<file path="src/rtl/spike_aer_encoder.sv">
`default_nettype none
// ============================================================================
// Module  : spike_aer_encoder
// Brief   : Collects neuron spikes, round-robin arbitrates them and queues
//           {neuron index, timestep} AER events in a first-word-fall-through FIFO.
// Revision: 1.0 - initial release
// ============================================================================
module spike_aer_encoder #(
    parameter int NUM_NEURONS = 8,
    parameter int FIFO_DEPTH  = 8,
    parameter int TS_WIDTH    = 8
) (
    input  logic                           clk,
    input  logic                           reset_n,
    input  logic [NUM_NEURONS-1:0]         spike_in,
    input  logic                           tick_in,
    output logic [$clog2(NUM_NEURONS)-1:0] aer_addr,
    output logic [TS_WIDTH-1:0]            aer_time,
    output logic                           aer_valid,
    input  logic                           aer_ready,
    output logic                           busy,
    output logic [7:0]                     drop_count
);
    localparam int c_ADDR_W = $clog2(NUM_NEURONS);
    localparam int c_NUM_W  = c_ADDR_W + 1;
    localparam int c_PTR_W  = $clog2(FIFO_DEPTH);
    localparam int c_CNT_W  = c_PTR_W + 1;
    localparam logic [c_CNT_W-1:0] c_FULL = c_CNT_W'(FIFO_DEPTH);

    logic [TS_WIDTH-1:0]    r_ts_count;
    logic [NUM_NEURONS-1:0] r_pending;
    logic [c_ADDR_W-1:0]    r_rr_ptr;
    logic [c_PTR_W-1:0]     r_wr_ptr;
    logic [c_PTR_W-1:0]     r_rd_ptr;
    logic [c_CNT_W-1:0]     r_count;
    logic [7:0]             r_drop_count;
    logic [c_ADDR_W-1:0]    r_fifo_addr [FIFO_DEPTH];
    logic [TS_WIDTH-1:0]    r_fifo_time [FIFO_DEPTH];

    logic                   w_found;
    logic [c_ADDR_W-1:0]    w_sel;
    logic [c_ADDR_W-1:0]    w_idx;
    logic                   w_full;
    logic                   w_grant;
    logic                   w_pop;
    logic [NUM_NEURONS-1:0] w_grant_onehot;
    logic [NUM_NEURONS-1:0] w_drop_bits;
    logic [c_NUM_W-1:0]     w_drop_num;
    logic [9:0]             w_drop_sum;
    logic [7:0]             w_drop_next;

    // Round-robin search: first pending bit at or above the pointer, wrapping.
    always_comb begin
        w_found = 1'b0;
        w_sel   = '0;
        w_idx   = '0;
        for (int k = 0; k < NUM_NEURONS; k++) begin
            w_idx = r_rr_ptr + c_ADDR_W'(k);
            if (!w_found && r_pending[w_idx]) begin
                w_found = 1'b1;
                w_sel   = w_idx;
            end
        end
    end

    assign w_full  = (r_count == c_FULL);
    assign w_grant = w_found && !w_full;
    assign w_pop   = (r_count != '0) && aer_ready;

    always_comb begin
        w_grant_onehot = '0;
        if (w_grant) begin
            w_grant_onehot[w_sel] = 1'b1;
        end
    end

    // A spike landing on an already-pending, ungranted neuron is merged and lost.
    assign w_drop_bits = spike_in & r_pending & ~w_grant_onehot;

    always_comb begin
        w_drop_num = '0;
        for (int i = 0; i < NUM_NEURONS; i++) begin
            w_drop_num = w_drop_num + c_NUM_W'(w_drop_bits[i]);
        end
    end

    assign w_drop_sum  = 10'(r_drop_count) + 10'(w_drop_num);
    assign w_drop_next = (w_drop_sum > 10'd255) ? 8'hFF : w_drop_sum[7:0];

    always_ff @(posedge clk or negedge reset_n) begin
        if (!reset_n) begin
            r_ts_count   <= '0;
            r_pending    <= '0;
            r_rr_ptr     <= '0;
            r_wr_ptr     <= '0;
            r_rd_ptr     <= '0;
            r_count      <= '0;
            r_drop_count <= '0;
        end else begin
            if (tick_in) begin
                r_ts_count <= r_ts_count + TS_WIDTH'(1);
            end
            r_pending    <= (r_pending & ~w_grant_onehot) | spike_in;
            r_drop_count <= w_drop_next;
            if (w_grant) begin
                r_rr_ptr <= w_sel + c_ADDR_W'(1);
                r_wr_ptr <= r_wr_ptr + c_PTR_W'(1);
            end
            if (w_pop) begin
                r_rd_ptr <= r_rd_ptr + c_PTR_W'(1);
            end
            if (w_grant && !w_pop) begin
                r_count <= r_count + c_CNT_W'(1);
            end else if (!w_grant && w_pop) begin
                r_count <= r_count - c_CNT_W'(1);
            end
        end
    end

    // Storage needs no reset: outputs are masked whenever the FIFO is empty.
    always_ff @(posedge clk) begin
        if (w_grant) begin
            r_fifo_addr[r_wr_ptr] <= w_sel;
            r_fifo_time[r_wr_ptr] <= r_ts_count;
        end
    end

    assign aer_valid  = (r_count != '0);
    assign aer_addr   = aer_valid ? r_fifo_addr[r_rd_ptr] : '0;
    assign aer_time   = aer_valid ? r_fifo_time[r_rd_ptr] : '0;
    assign busy       = (r_pending != '0) || (r_count != '0);
    assign drop_count = r_drop_count;

endmodule
`default_nettype wire

</file>
<file path="config.mk">
export PLATFORM = sky130hd
export DESIGN_NAME = spike_aer_encoder
export DESIGN_NICKNAME = d
export VERILOG_FILES = /design/src/rtl/spike_aer_encoder.sv
export SDC_FILE = /design/constraint.sdc
export NUM_CORES = 1
export LEC_CHECK = 0
export CORE_MARGIN = 1
export CORE_UTILIZATION = 45
export CTS_CLUSTER_SIZE = 10
export DETAILED_ROUTE_END_ITERATION = 8
export PLACE_DENSITY = 0.63
export SETUP_SLACK_MARGIN = 0.1
export SLEW_MARGIN = 5
export SYNTH_ARGS = -nofsm -noshare
export SYNTH_HDL_FRONTEND = slang
export SYNTH_SLANG_ARGS = --single-unit
export TNS_END_PERCENT = 100
</file>
<file path="constraint.sdc">
create_clock -name clk -period 21.5 [get_ports clk]
set_clock_uncertainty 0.15 [all_clocks]
set_input_delay 3.225 -clock clk [delete_from_list [all_inputs] [get_ports clk]]
set_output_delay 3.225 -clock clk [all_outputs]
set_load 0.01 [all_outputs]
</file>
==> metrics.cfg <==
[critical_path]
critPathTopFamily = multiplexers
path_buf_inv = 2
critical_path.max_fanout = 17
cp-end-kind = output port
cp_cell_sequence = inv_1 > ha_1 > mux2_2 > mux4_2 > or3_4 > a21o_1 > nor3_1 > nand2_1 > clkdlybuf4s50_1
cp_slowest_cell = dfrtp_1
criticalPathCategory = flip-flop to output port
setup.worst_path.start_class = flip-flop
worstPathRequired_ns = 18.12
crit_path_max_incr_delay_ns = 0.76
cp.arrival_ns = 4.46

[logic_synthesis]
synthArstFlopShare_pct = 29.6
synth_cells = 442
ys_types = 60
synth_top_flop_cell = edfxtp_1
yosysTopAreaCellShare_pct = 41.4
avgSynthCellArea_um2 = 14.4
ys_seq_elements = 125
syn-num-nets = 474
syn_area_um2 = 6390
synth-edff-count = 88
netlist_top_cells_area = edfxtp_1 41%, dfrtp_1 14%, mux4_2 12%
ys_seq_area_share_pct = 55.9
synth_top_area_cell = edfxtp_1
ys_warn_count = 0

[die]
die_h_um = 121
io_pins = 33
core_area_um2 = 13900
initial_core_util_pct = 46.0
fp.dieW_um = 121
fp-row-count = 43
dieArea_um2 = 14700

[cts]
clock_path_buffers = 2
post_cts_buffers = 0
htreeDepth = 4
cts_made_buffers = 17
root_buffer = clkbuf_16
cts_sinks = 125
post_cts_resized = 0
ctsHoldBuffers = 0
insertion_delay_ns = 0.41
cts_tree = yes
clk_pin_slew_worst_paths_ns = 0.06

[status]
status = complete, no violations

[global_routing]
first_global_vias = 3810
grt_util_all_layers_pct = 19.0
grt_pass1_wl_um = 20500
antenna_found_initial = 0
grt_start_max_net_pins = 38
grt_remaining_overflow = 0

[route]
first_pass_iters = 5
num_vias = 3809
drc = 0
wirelength_um = 12700
antenna_left = 0
avgViaCountPerCell = 5.72
drt-initial-drc-count = 275
routedWlPerCell_um = 19.1

[timing]
fmax_ghz = 0.128
finalMaxSlewViolations = 0
maxSlewHeadroom_pct = 20.3
finalSetupTns_ns = 0
post-route-period-util_pct = 36.4
tightestPinTransition_ns = 1.19
rsz0062_at_grt = false
hold_viol = 0
setup_ws_ns = 13.67
post-route-min-period_ns = 7.83
finalSetupViolCount = 0

[placement]
post-place-ws_ns = 13.75
port_buffers = 32
dp_hpwl_um = 8180
placed_cells = 634
place_congestion = 0.882

[layout]
area_growth_pct = 18.5
final_cells = 666
num_antenna_cells = 0
nets = 505
drive_above_1_share_pct = 21.4

[run]
drv_cap = 0

[hold_path]
hold_path_class = flip-flop to flip-flop

[flip-flops by register name (all words and copies together), names as in the netlist]
signal / flops
r_pending: 8
r_fifo_time: 64
r_rd_ptr: 3
r_fifo_addr: 24
r_wr_ptr: 3
r_ts_count: 8
r_rr_ptr: 3
r_count: 4
drop_count: 8
[cells by family after synthesis]
group,count (synthesis),synth area share [%]
simple gates,108,8.54
buf+inv,47,3.19
xor+xnor,19,2.61
compound gates,53,6.62
flops,125,55.9
mux,70,18.5
fa+ha+maj,20,4.62
[cell type report]
class                   instances  area, um2
fillers                      1111       6310
flip-flops and latches        125       3570
multi-input cells             270       2680
clock buffers                  17        425
repair buffers                 37        353
clock inverters                15        234
well taps                     180        225
inverters                      22       85.1
[synth_stat cells, types with 9 or more instances]
cell	count
nand3_1	9
clkbuf_1	9
nor2_1	22
dfrtp_1	37
ha_1	14
o21ai_0	12
inv_1	18
edfxtp_1	88
nand2_1	28
mux4_2	35
mux2i_1	22
xnor2_1	13
[layer usage]
metal  up-vias  GRT usage, %  wire length (um)
li1       1758             -                 -
met1      1924          25.6              5800
met2       114          29.9              6250
met3        13          4.70               552
met4         0          6.94               133
met5         -             0                 0
[metrics by stage]
| step | util [%] | hold slack, ns | cell area [um2] |
|---|---|---|---|
| 6_report | 54.5 | 0.385 | 7570 |
| 5_1_grt | 54.5 | 0.410 | 7570 |
| 4_1_cts | 54.5 | 0.386 | 7570 |
| 3_5_place_dp | 49.8 | 0.371 | 6910 |
| 3_3_place_gp | 49.8 | 0.368 | 6910 |
| 2_1_floorplan | - | 0.315 | 6390 |
[final timing paths]
path / start / slack (ns) / endpoint / depth (start not counted)
min: r_count[3]$_DFFE_PN0P_ / 0.39 / r_count[3]$_DFFE_PN0P_ / 1
min reg2reg: r_count[3]$_DFFE_PN0P_ / 0.39 / r_count[3]$_DFFE_PN0P_ / 1
max reg2reg: r_rr_ptr[1]$_DFFE_PN0P_ / 13.74 / drop_count[3]$_DFF_PN0_ / 23
max in group asynchronous: reset_n / 17.83 / r_rd_ptr[2]$_DFFE_PN0P_ / 1
max: r_rr_ptr[1]$_DFFE_PN0P_ / 13.67 / busy / 9
min in group asynchronous: reset_n / 2.79 / drop_count[6]$_DFF_PN0_ / 1
[cells in the final DEF (no fill, tap or decap), types with 3 or more instances in the layout]
master,count
edfxtp_1,88
dfrtp_1,37
mux4_2,35
clkdlybuf4s50_1,31
nand2_1,28
mux2i_1,22
nor2_1,22
inv_1,18
clkbuf_16,17
ha_1,14
xnor2_1,13
o21ai_0,12
nand3_1,9
and3_1,8
nand4_1,8
nor3_1,8
a21o_1,8
mux2_2,7
nor2b_1,7
xor2_1,6
fa_1,6
nand2b_1,5
a21oi_1,5
bufinv_16,5
buf_4,5
inv_2,3
mux2_4,3
a211oi_1,3
inv_6,3
Power is not shown: default switching activity piles up to over one toggle a cycle in this logic, so the estimate is an artifact.
